## src/rtl/axi4_lite_rgb_pwm.sv

```systemverilog
`default_nettype none
// ============================================================================
//  Module   : axi4_lite_rgb_pwm
//  Purpose  : AXI4-Lite slave on the CPU port that drives the two on-board
//             RGB LEDs with an 8-bit PWM per colour channel.
//             Duty values are double-buffered: software writes land in
//             DUTY1/DUTY2 and are copied into shadow duties only when the
//             PWM counter wraps 255 -> 0, so a pulse never changes width
//             mid-frame. The LED outputs are registered (glitch-free).
//
//  Ports    : aclk          clock, rising edge
//             aresetn       synchronous reset, active-low
//             i_aw*/o_aw*   AXI4-Lite write address channel
//             i_w*/o_w*     AXI4-Lite write data channel
//             o_b*/i_b*     AXI4-Lite write response channel
//             i_ar*/o_ar*   AXI4-Lite read address channel
//             o_r*/i_r*     AXI4-Lite read data channel
//             rgb1, rgb2    {B,G,R} LED drives, active-high
//
//  Register map (byte offsets, addr[1:0] ignored, upper bits fully decoded)
//             0x00 CTRL     [0] enable, [1] heartbeat
//             0x04 DUTY1    [7:0] R, [15:8] G, [23:16] B
//             0x08 DUTY2    same layout as DUTY1
//             0x0C PRESCALE [15:0]
//             0x10 ID       read-only 32'h5247_4201
//             other         SLVERR, reads return 0, writes discarded
//
//  Revision : 1.0  initial release
// ============================================================================
module axi4_lite_rgb_pwm #(
    parameter int          A            = 16,      // address width
    parameter int          N            = 4,       // data bytes, only 4 supported
    parameter logic [15:0] PRESCALE_RST = 16'd390  // reset value of PRESCALE
) (
    input  wire logic             aclk,
    input  wire logic             aresetn,

    // write address channel
    input  wire logic [A-1:0]     i_awaddr,
    input  wire logic             i_awvalid,
    output logic                  o_awready,

    // write data channel
    input  wire logic [8*N-1:0]   i_wdata,
    input  wire logic [N-1:0]     i_wstrb,
    input  wire logic             i_wvalid,
    output logic                  o_wready,

    // write response channel
    output logic [1:0]            o_bresp,
    output logic                  o_bvalid,
    input  wire logic             i_bready,

    // read address channel
    input  wire logic [A-1:0]     i_araddr,
    input  wire logic             i_arvalid,
    output logic                  o_arready,

    // read data channel
    output logic [8*N-1:0]        o_rdata,
    output logic [1:0]            o_rresp,
    output logic                  o_rvalid,
    input  wire logic             i_rready,

    // LED drives {B,G,R}
    output logic [2:0]            rgb1,
    output logic [2:0]            rgb2
);

    localparam int          c_DW          = 8 * N;
    localparam logic [1:0]  c_RESP_OKAY   = 2'b00;
    localparam logic [1:0]  c_RESP_SLVERR = 2'b10;
    localparam logic [31:0] c_ID_VALUE    = 32'h5247_4201;

    // Word indices (address bits [A-1:2])
    localparam logic [A-3:0] c_IDX_CTRL     = (A-2)'(0);
    localparam logic [A-3:0] c_IDX_DUTY1    = (A-2)'(1);
    localparam logic [A-3:0] c_IDX_DUTY2    = (A-2)'(2);
    localparam logic [A-3:0] c_IDX_PRESCALE = (A-2)'(3);
    localparam logic [A-3:0] c_IDX_ID       = (A-2)'(4);

    // ------------------------------------------------------------------
    // State
    // ------------------------------------------------------------------
    // r_live is 0 in the cycle right after reset so that every READY
    // output is low while the block is (or has just been) in reset.
    logic             r_live;

    logic             r_aw_held;
    logic [A-3:0]     r_aw_idx;
    logic             r_w_held;
    logic [c_DW-1:0]  r_wdata;
    logic [N-1:0]     r_wstrb;
    logic             r_bvalid;
    logic [1:0]       r_bresp;

    logic             r_rvalid;
    logic [c_DW-1:0]  r_rdata;
    logic [1:0]       r_rresp;

    logic             r_enable;
    logic             r_heartbeat;
    logic [23:0]      r_duty1;
    logic [23:0]      r_duty2;
    logic [15:0]      r_prescale;

    logic [23:0]      r_shadow1;
    logic [23:0]      r_shadow2;
    logic [15:0]      r_presc_cnt;
    logic [7:0]       r_pwm_cnt;
    logic [2:0]       r_rgb1;
    logic [2:0]       r_rgb2;

    // ------------------------------------------------------------------
    // Combinational
    // ------------------------------------------------------------------
    logic             w_do_write;
    logic [c_DW-1:0]  w_wmask;
    logic [c_DW-1:0]  w_wr_cur;
    logic [c_DW-1:0]  w_wr_new;
    logic [1:0]       w_wr_resp;
    logic [c_DW-1:0]  w_rd_data;
    logic [1:0]       w_rd_resp;
    logic             w_tick;
    logic             w_frame_end;
    logic [2:0]       w_rgb1_nxt;
    logic [2:0]       w_rgb2_nxt;

    assign o_awready = r_live & ~r_aw_held & ~r_bvalid;
    assign o_wready  = r_live & ~r_w_held  & ~r_bvalid;
    assign o_arready = r_live & ~r_rvalid;
    assign o_bvalid  = r_bvalid;
    assign o_bresp   = r_bresp;
    assign o_rvalid  = r_rvalid;
    assign o_rdata   = r_rdata;
    assign o_rresp   = r_rresp;
    assign rgb1      = r_rgb1;
    assign rgb2      = r_rgb2;

    // Both halves of the write are held: commit on the next edge.
    assign w_do_write = r_aw_held & r_w_held & ~r_bvalid;

    always_comb begin
        w_wmask = '0;
        for (int b = 0; b < N; b++) begin
            w_wmask[8*b +: 8] = {8{r_wstrb[b]}};
        end
    end

    // Current contents of the write target, merged with the strobed data.
    always_comb begin
        w_wr_cur  = '0;
        w_wr_resp = c_RESP_OKAY;
        case (r_aw_idx)
            c_IDX_CTRL:     w_wr_cur = c_DW'({r_heartbeat, r_enable});
            c_IDX_DUTY1:    w_wr_cur = c_DW'(r_duty1);
            c_IDX_DUTY2:    w_wr_cur = c_DW'(r_duty2);
            c_IDX_PRESCALE: w_wr_cur = c_DW'(r_prescale);
            c_IDX_ID:       w_wr_cur = c_DW'(c_ID_VALUE);
            default:        w_wr_resp = c_RESP_SLVERR;
        endcase
    end

    assign w_wr_new = (w_wr_cur & ~w_wmask) | (r_wdata & w_wmask);

    // Read mux on the live AR address; captured when AR is accepted.
    always_comb begin
        w_rd_data = '0;
        w_rd_resp = c_RESP_OKAY;
        case (i_araddr[A-1:2])
            c_IDX_CTRL:     w_rd_data = c_DW'({r_heartbeat, r_enable});
            c_IDX_DUTY1:    w_rd_data = c_DW'(r_duty1);
            c_IDX_DUTY2:    w_rd_data = c_DW'(r_duty2);
            c_IDX_PRESCALE: w_rd_data = c_DW'(r_prescale);
            c_IDX_ID:       w_rd_data = c_DW'(c_ID_VALUE);
            default:        w_rd_resp = c_RESP_SLVERR;
        endcase
    end

    // ">=" rather than "==" so that lowering PRESCALE below the running
    // count wraps on the next cycle instead of running to 65535.
    assign w_tick      = (r_presc_cnt >= r_prescale);
    assign w_frame_end = w_tick & (r_pwm_cnt == 8'hFF);

    always_comb begin
        w_rgb1_nxt[0] = r_enable & (r_pwm_cnt < r_shadow1[7:0]);
        w_rgb1_nxt[1] = r_heartbeat ? r_pwm_cnt[7]
                                    : (r_enable & (r_pwm_cnt < r_shadow1[15:8]));
        w_rgb1_nxt[2] = r_enable & (r_pwm_cnt < r_shadow1[23:16]);
        w_rgb2_nxt[0] = r_enable & (r_pwm_cnt < r_shadow2[7:0]);
        w_rgb2_nxt[1] = r_enable & (r_pwm_cnt < r_shadow2[15:8]);
        w_rgb2_nxt[2] = r_enable & (r_pwm_cnt < r_shadow2[23:16]);
    end

    // Address low bits and the upper bits of the merged word carry no state.
    logic w_unused;
    assign w_unused = &{1'b0, i_awaddr[1:0], i_araddr[1:0], w_wr_new[c_DW-1:24]};

    // ------------------------------------------------------------------
    // Write channel handshakes
    // ------------------------------------------------------------------
    always_ff @(posedge aclk) begin
        if (!aresetn) begin
            r_live    <= 1'b0;
            r_aw_held <= 1'b0;
            r_aw_idx  <= '0;
            r_w_held  <= 1'b0;
            r_wdata   <= '0;
            r_wstrb   <= '0;
            r_bvalid  <= 1'b0;
            r_bresp   <= c_RESP_OKAY;
        end else begin
            r_live <= 1'b1;
            if (i_awvalid && o_awready) begin
                r_aw_held <= 1'b1;
                r_aw_idx  <= i_awaddr[A-1:2];
            end
            if (i_wvalid && o_wready) begin
                r_w_held <= 1'b1;
                r_wdata  <= i_wdata;
                r_wstrb  <= i_wstrb;
            end
            if (w_do_write) begin
                r_aw_held <= 1'b0;
                r_w_held  <= 1'b0;
                r_bvalid  <= 1'b1;
                r_bresp   <= w_wr_resp;
            end else if (r_bvalid && i_bready) begin
                r_bvalid <= 1'b0;
            end
        end
    end

    // ------------------------------------------------------------------
    // Register file
    // ------------------------------------------------------------------
    always_ff @(posedge aclk) begin
        if (!aresetn) begin
            r_enable    <= 1'b0;
            r_heartbeat <= 1'b0;
            r_duty1     <= '0;
            r_duty2     <= '0;
            r_prescale  <= PRESCALE_RST;
        end else if (w_do_write) begin
            case (r_aw_idx)
                c_IDX_CTRL:     {r_heartbeat, r_enable} <= w_wr_new[1:0];
                c_IDX_DUTY1:    r_duty1    <= w_wr_new[23:0];
                c_IDX_DUTY2:    r_duty2    <= w_wr_new[23:0];
                c_IDX_PRESCALE: r_prescale <= w_wr_new[15:0];
                default:        ;  // ID and unmapped: nothing to store
            endcase
        end
    end

    // ------------------------------------------------------------------
    // Read channel
    // ------------------------------------------------------------------
    always_ff @(posedge aclk) begin
        if (!aresetn) begin
            r_rvalid <= 1'b0;
            r_rdata  <= '0;
            r_rresp  <= c_RESP_OKAY;
        end else if (i_arvalid && o_arready) begin
            r_rvalid <= 1'b1;
            r_rdata  <= w_rd_data;
            r_rresp  <= w_rd_resp;
        end else if (r_rvalid && i_rready) begin
            r_rvalid <= 1'b0;
        end
    end

    // ------------------------------------------------------------------
    // PWM engine
    // ------------------------------------------------------------------
    always_ff @(posedge aclk) begin
        if (!aresetn) begin
            r_presc_cnt <= '0;
            r_pwm_cnt   <= '0;
            r_shadow1   <= '0;
            r_shadow2   <= '0;
            r_rgb1      <= '0;
            r_rgb2      <= '0;
        end else begin
            if (w_tick) begin
                r_presc_cnt <= '0;
                r_pwm_cnt   <= r_pwm_cnt + 8'd1;
            end else begin
                r_presc_cnt <= r_presc_cnt + 16'd1;
            end
            // Frame boundary: new duties apply from pwm_cnt == 0 onwards.
            if (w_frame_end) begin
                r_shadow1 <= r_duty1;
                r_shadow2 <= r_duty2;
            end
            r_rgb1 <= w_rgb1_nxt;
            r_rgb2 <= w_rgb2_nxt;
        end
    end

endmodule
`default_nettype wire

```

## config.mk

```make
export PLATFORM = sky130hd
export DESIGN_NAME = axi4_lite_rgb_pwm
export DESIGN_NICKNAME = d
export VERILOG_FILES = /design/src/rtl/axi4_lite_rgb_pwm.sv
export SDC_FILE = /design/constraint.sdc
export NUM_CORES = 1
export LEC_CHECK = 0
export ABC_AREA = 1
export CORE_MARGIN = 2
export CORE_UTILIZATION = 52
export DETAILED_ROUTE_END_ITERATION = 8
export PLACE_DENSITY = 0.77
export SLEW_MARGIN = 5
export SYNTH_ARGS = -nofsm -noshare
export SYNTH_HDL_FRONTEND = slang
export SYNTH_SLANG_ARGS = --single-unit
```

## constraint.sdc

```tcl
create_clock -name aclk -period 1.8 [get_ports aclk]
set_input_delay 0.36 -clock aclk [delete_from_list [all_inputs] [get_ports aclk]]
set_output_delay 0.36 -clock aclk [all_outputs]
set_load 0.03 [all_outputs]
```

==> results.sh, run 1 <==
export IMPL_yosysMostFrequentCell="nand2_1"
export IMPL_path_class="flip-flop to flip-flop"
export IMPL_synth_area_leaders="dfxtp_1 38%, nand2_1 12%, nand3_1 7.9%"
export IMPL_critPathSlowestCell="dfxtp_2"
export IMPL_power_leakage_nw=6.57
export IMPL_ys_async_sr_fraction_pct=0
export IMPL_ant_nets=0
export IMPL_drt_pass1_iterations=5
export IMPL_synth_distinct_cells=42
export IMPL_drt_iter0_drc=1014
export IMPL_syn_inst=1653
export IMPL_n_antenna_cell=0
export IMPL_cp_end_kind="flip-flop"
export IMPL_cp_arrival_ps=2420
export IMPL_rsz0062_at_grt="yes"
export IMPL_place_congestion=0.897
export IMPL_power_density_nw_per_um2=733
export IMPL_core_um2=21700
export IMPL_ys_seq_area_share_pct=38.0
export IMPL_finalHoldViolCount=0
export IMPL_pin_count=122
export IMPL_syn_to_final_growth_pct=33.2
export IMPL_crit_chain="inv_2, ha_4, a21oi_2, o21ai_2, a21oi_4, nand2_8, buf_6, buf_12, clkbuf_16, a21oi_4, nor2_1"
export IMPL_hp_class="input pin to flip-flop"
export IMPL_cts_tree="built"
export IMPL_start_util_pct=52.7
export IMPL_routed_wl_mm=34.8
export IMPL_grt_pass1_vias=11060
export IMPL_clk_path_buf_depth=3
export IMPL_cts_root_buf="clkbuf_16"
export IMPL_setup_tns_ps=-7130
export IMPL_avgSynthCellArea_um2=6.91
export IMPL_clk_pin_slew_ps=60
export IMPL_drv_slew=0
export IMPL_crit_top_cell="a21oi_4"
export IMPL_stdcell_count=2119
export IMPL_crit_buf_inv=4
export IMPL_p_total_mw=11.2
export IMPL_drive_gt1_share_pct=20.0
export IMPL_syn_cell_area_um2=11400
export IMPL_crit_family="compound AO/OA/AOI/OAI gates"
export IMPL_die_height_um=152
export IMPL_port_buffers=101
export IMPL_netlist_top_cells_count="373 x nand2_1, 217 x dfxtp_1, 208 x inv_1, 181 x nand3_1, 172 x nor2_1"
export IMPL_multi_input_area_um2=6480
export IMPL_yosys_area_top_type="dfxtp_1"
export IMPL_clkSinkCount=217
export IMPL_yosys_warnings=0
export IMPL_grt_max_degree=71
export IMPL_insertion_delay_ps=530
export IMPL_num_rows=54
export IMPL_min_period_ps=2000
export IMPL_startpoint_type="flip-flop"
export IMPL_max_cap_viol_count=0
export IMPL_antenna_found_initial=0
export IMPL_synth_edf_count=0
export IMPL_status="finished with violations"
export IMPL_dp_hpwl_mm=22.6
export IMPL_cp_required_ps=2220
export IMPL_vias=11691
export IMPL_cpPeakStageDelay_ps=330
export IMPL_via_per_inst=5.52
export IMPL_dp_cells=2047
export IMPL_crit_fanout=5
export IMPL_violations="setup timing"
export IMPL_cts_htree_levels=1
export IMPL_synth_seq_cells=217
export IMPL_n_fill_cell=1686
export IMPL_numCtsBuffers=24
export IMPL_finalCritPeriodShare_pct=111
export IMPL_max_freq_mhz=501
export IMPL_slew_headroom_pct=66.0
export IMPL_finClkSkew_ps=9.66
export IMPL_finalSetupViolCount=70
export IMPL_synth_top_flop_cell="dfxtp_1"
export IMPL_grt_pass1_wl_mm=54.5
export IMPL_die_x_um=152
export IMPL_r2r_slack_ps=-200
export IMPL_synth_top_area_share_pct=38.0
export IMPL_grt_overflow_total=0
export IMPL_grt_usage_pct=28.2
export IMPL_pre_cts_ws_ps=-264
export IMPL_wl_per_cell_um=16.4
export IMPL_regArea_um2=4370
export IMPL_fin_nets=1956
export IMPL_tightest_slew_ps=510
export IMPL_finalHoldWorstSlack_ps=331
export IMPL_worst_slack_ps=-198
export IMPL_vdd_drop_max_mv=0.654
export IMPL_drc=0
export IMPL_dieArea_um2=23200
[path summary, 6_finish.rpt]
| kind | startpoint | to | cells past startpoint |
|---|---|---|---|
| hold reg to reg | r_aw_idx[10]$_SDFFE_PN0P_ | r_aw_idx[10]$_SDFFE_PN0P_ | 2 |
| hold / removal | aresetn | r_live$_DFF_P_ | 2 |
| setup reg to reg | r_prescale[11]$_SDFFE_PN0P_ | r_shadow2[19]$_SDFFE_PN0P_ | 11 |
| setup / recovery | r_prescale[11]$_SDFFE_PN0P_ | r_shadow2[19]$_SDFFE_PN0P_ | 11 |
[kinds of logic after synthesis]
kind of cell    Yosys count  synth area share [%]
flops                   217                  38.0
simple gates            774                  29.1
other cells               1                0.0328
compound gates          281                  13.6
fa+ha+maj                60                  6.57
xor+xnor                 14                  1.07
buf+inv                 306                  11.6
[stage by stage]
stage	instance area (µm²)	utilization, %
floorplan	11500	-
global placement	13200	60.9
detailed placement	13200	60.9
CTS	14800	68.4
global route	15200	70.1
finish	15200	70.1
[placed cells by master, fill, tap and decap left out, types with 5 or more instances in the layout]
| cell | n |
|---|---|
| nand2_1 | 364 |
| dfxtp_1 | 197 |
| inv_1 | 190 |
| nand3_1 | 157 |
| nor2_1 | 149 |
| a21oi_1 | 121 |
| buf_4 | 84 |
| o21ai_0 | 65 |
| clkdlybuf4s50_1 | 60 |
| a21oi_2 | 52 |
| ha_1 | 45 |
| dlygate4sd2_1 | 37 |
| clkbuf_16 | 29 |
| nand3_2 | 22 |
| dfxtp_2 | 20 |
| inv_2 | 19 |
| buf_12 | 19 |
| nor2_4 | 17 |
| nor2_2 | 15 |
| ha_4 | 15 |
| nand4_1 | 12 |
| nand2_2 | 11 |
| buf_6 | 10 |
| xnor2_1 | 9 |
| o22ai_1 | 9 |
| conb_1 | 7 |
| nand2_4 | 5 |
| a211oi_1 | 5 |
| o21a_1 | 5 |
| clkbuf_1 | 5 |
| clkinv_2 | 5 |
| clkbuf_8 | 5 |
[area by class of cell]
class / instances / share of cell area (%)
clock inverters: 9 / 0.954
inverters: 220 / 5.68
flip-flops and latches: 217 / 28.7
repair buffers: 222 / 15.0
well taps: 280 / 2.30
clock buffers: 35 / 4.69
multi-input cells: 1136 / 42.6
[report_power, final]
group          leakage, nW  internal [mW]  switching (mW)  total (mW)
registers             1.76           4.89          0.0571        4.95
logic                 4.38          0.350           0.501       0.852
clock network        0.426           3.31            2.04        5.35
[worst reg2reg max path: stages (launching register included)]
cell and delay (ps):
dfxtp_2 330, inv_2 50, ha_4 240, a21oi_2 180, o21ai_2 100, a21oi_4 270
nand2_8 100, buf_6 140, buf_12 140, clkbuf_16 160, a21oi_4 140, nor2_1 50
[sequential cells by signal, summed over array words and instances, names as in the netlist, 3 cells and up]
signal,count
o_rdata,25
r_aw_idx,14
r_duty1,24
r_duty2,24
r_presc_cnt,16
r_prescale,16
r_pwm_cnt,8
r_shadow1,24
r_shadow2,24
r_wdata,24
r_wstrb,3
rgb1,3
rgb2,3
[layer usage]
layer / wire (µm) / up-vias / GRT usage [%]
met1: 14200 / 5418 / 36.7
met5: 0 / - / 0
met3: 2820 / 96 / 4.55
met2: 16800 / 535 / 47.9
li1: - / 5642 / -
met4: 938 / 0 / 9.66
[repair_timing]
item	4_1_cts	5_1_grt
gates cloned	7	4
setup buffers	16	6
pin swaps	25	25
resized for setup	171	92
hold endpoints to repair	0	0
setup endpoints to repair	112	130
hold buffers	0	0
Note: power is estimated with default switching activity, not from simulation.
==> inputs of run 2 (changes only) <==
--- a/config.mk
+++ b/config.mk
@@ -9,7 +9,8 @@
 export CORE_MARGIN = 2
 export CORE_UTILIZATION = 52
 export DETAILED_ROUTE_END_ITERATION = 8
-export PLACE_DENSITY = 0.77
+export GPL_TIMING_DRIVEN = 0
+export PLACE_DENSITY_LB_ADDON = 0.3
 export SLEW_MARGIN = 5
 export SYNTH_ARGS = -nofsm -noshare
 export SYNTH_HDL_FRONTEND = slang
==> run 2 against run 1 <==
Net effect: global-route usage rose by 3.1 points; worst setup slack got worse by 110 ps; critical path depth rose by 4; utilization rose by 1.1 points; via count rose by 2.7%; non-clock buffer count rose by 20; flip-flop and latch count did not move; routed wire length rose by 14%; the flow still finishes with violations (setup timing); register-to-register slack got worse by 110 ps; clock skew rose by 3.8 ps; die area did not move.
==> results.sh, run 2 (synthesized netlist as in run 1, its figures left out) <==
export IMPL_endpoint="r_shadow2[15]$_SDFFE_PN0P_"
export IMPL_cp_required_ps=2220
export IMPL_fin_nets=1977
export IMPL_wl_per_cell_um=18.5
export IMPL_syn_to_final_growth_pct=35.3
export IMPL_power_leakage_nw=6.53
export IMPL_rsz0062_at_grt="yes"
export IMPL_drt_iter0_drc=1147
export IMPL_tightest_slew_ps=717
export IMPL_layout_commonest_cell="nand2_1"
export IMPL_hold_buffers=0
export IMPL_clkSinkCount=217
export IMPL_place_area_um2=12800
export IMPL_finClkSkew_ps=13.5
export IMPL_grt_pass1_wl_mm=59.0
export IMPL_core_um2=21700
export IMPL_design_area_um2=15400
export IMPL_finalSetupViolCount=73
export IMPL_pre_cts_ws_ps=-706
export IMPL_pin_count=122
export IMPL_cts_tree="built"
export IMPL_finalHoldViolCount=0
export IMPL_clk_path_buf_depth=3
export IMPL_place_congestion=0.975
export IMPL_reg2reg_depth=15
export IMPL_port_buffers=101
export IMPL_max_freq_mhz=475
export IMPL_vias=12009
export IMPL_min_period_ps=2100
export IMPL_start_util_pct=52.7
export IMPL_crit_top_cell="nor2_1"
export IMPL_hold_path_depth=2
export IMPL_cts_root_buf="clkbuf_16"
export IMPL_violations="setup timing"
export IMPL_via_per_inst=5.61
export IMPL_timing_rr_start="r_prescale[5]$_SDFFE_PN0P_"
export IMPL_grt_pass1_vias=11443
export IMPL_n_fill_cell=1684
export IMPL_cts_htree_levels=1
export IMPL_p_total_mw=10.5
export IMPL_mostFrequentLayoutCells="347 x nand2_1, 190 x inv_1, 179 x dfxtp_1, 146 x nor2_1, 135 x nand3_1"
export IMPL_drv_slew=0
export IMPL_largest_register_ffs=25
export IMPL_numCtsBuffers=24
export IMPL_insertion_delay_ps=530
export IMPL_cp_arrival_ps=2530
export IMPL_startpoint_type="flip-flop"
export IMPL_cpPeakStageDelay_ps=340
export IMPL_crit_chain="inv_2, ha_4, nand2_1, inv_1, nor2_1, nor2_1, nor2_1, nand2_1, nand2_4, buf_6, nand2_8, buf_12, buf_12, a21oi_4, nor2_2"
export IMPL_grt_overflow_total=0
export IMPL_regToRegEndpoint="r_shadow2[15]$_SDFFE_PN0P_"
export IMPL_die_height_um=152
export IMPL_cp_startpoint="r_prescale[5]$_SDFFE_PN0P_"
export IMPL_routed_wl_mm=39.5
export IMPL_dieArea_um2=23200
export IMPL_r2r_slack_ps=-300
export IMPL_ant_nets=0
export IMPL_status="finished with violations"
export IMPL_clk_pin_slew_ps=70
export IMPL_path_class="flip-flop to flip-flop"
export IMPL_drive_gt1_share_pct=24.0
export IMPL_critPathSlowestCell="dfxtp_2"
export IMPL_hp_class="input pin to flip-flop"
export IMPL_drc=0
export IMPL_dp_cells=2040
export IMPL_setup_tns_ps=-14060
export IMPL_num_rows=54
export IMPL_n_antenna_cell=0
export IMPL_crit_fanout=6
export IMPL_finalCritPeriodShare_pct=117
export IMPL_grt_max_degree=15
export IMPL_max_cap_viol_count=0
export IMPL_die_x_um=152
export IMPL_grt_usage_pct=31.4
export IMPL_stdcell_count=2139
export IMPL_cp_end_kind="flip-flop"
export IMPL_drt_pass1_iterations=6
export IMPL_worst_slack_ps=-303
export IMPL_slew_headroom_pct=52.2
export IMPL_vdd_drop_max_mv=0.648
export IMPL_antenna_found_initial=0
export IMPL_dp_hpwl_mm=25.6
export IMPL_power_density_nw_per_um2=681
-- run 2: cell types whose count changed in the layout (fill, tap and decap cells not counted), sizes merged, moves of 2 or more --
cell	change
clkbuf	+21
clkinvlp	+5
bufinv	-4
clkdlybuf4s15	+3
clkinv	-3
dlygate4sd2	-3
buf	-2
-- run 2: through the flow --
step / util, % / hold WS, ps
global placement: 59.1 / 440
CTS: 68.8 / 416
global route: 71.2 / 426
detailed placement: 59.1 / 445
floorplan: - / 388
finish: 71.2 / 428
-- run 2: worst max-delay path: cells and delay by family (launching register included) --
family                   cells  cell delay [ps]
AND/OR/NAND/NOR              8              740
buffers and inverters        5              530
flip-flops                   1              340
adder cells (fa/ha/maj)      1              210
AO/OA/AOI/OAI                1              150
-- run 2: worst min path at each step --
stage	from	to
3_3_place_gp	r_aw_idx[10]$_SDFFE_PN0P_	r_aw_idx[10]$_SDFFE_PN0P_
6_report	i_bready	o_bvalid$_SDFFE_PN0P_
4_1_cts	i_bready	o_bvalid$_SDFFE_PN0P_
5_1_grt	i_bready	o_bvalid$_SDFFE_PN0P_
2_1_floorplan	aresetn	r_live$_DFF_P_
3_5_place_dp	r_aw_idx[10]$_SDFFE_PN0P_	r_aw_idx[10]$_SDFFE_PN0P_
-- run 2: power breakdown --
| part | leakage [nW] | switching (mW) | internal (mW) |
|---|---|---|---|
| clock | 0.362 | 2.06 | 2.67 |
| sequential | 1.77 | 0.0626 | 4.88 |
| combinational | 4.40 | 0.523 | 0.329 |
| total | 6.53 | 2.64 | 7.88 |
-- run 2: timing repair --
item | 4_1_cts | 5_1_grt
endpoints found under the setup margin | 149 | 179
pin swaps | 69 | 41
hold endpoints to repair | 0 | 0
resized for setup | 296 | 159
cloned | 12 | 0
setup buffers | 41 | 13
-- run 2: per-layer routing --
metal / routed length, µm / track usage [%]
met5: 0 / 0
met4: 2160 / 12.9
met3: 3680 / 5.94
met2: 18500 / 54.4
met1: 15100 / 38.3
-- run 2: final cells by class --
class | instances | area (µm²) | share of cell area (%)
Clock buffer | 35 | 693 | 4.49
Multi-Input combinational cell | 1137 | 6860 | 44.4
Clock inverter | 8 | 52.6 | 0.340
Inverter | 220 | 871 | 5.64
Buffer | 79 | 579 | 3.75
Tap cell | 280 | 350 | 2.27
Timing Repair Buffer | 163 | 1630 | 10.5
Sequential cell | 217 | 4410 | 28.6
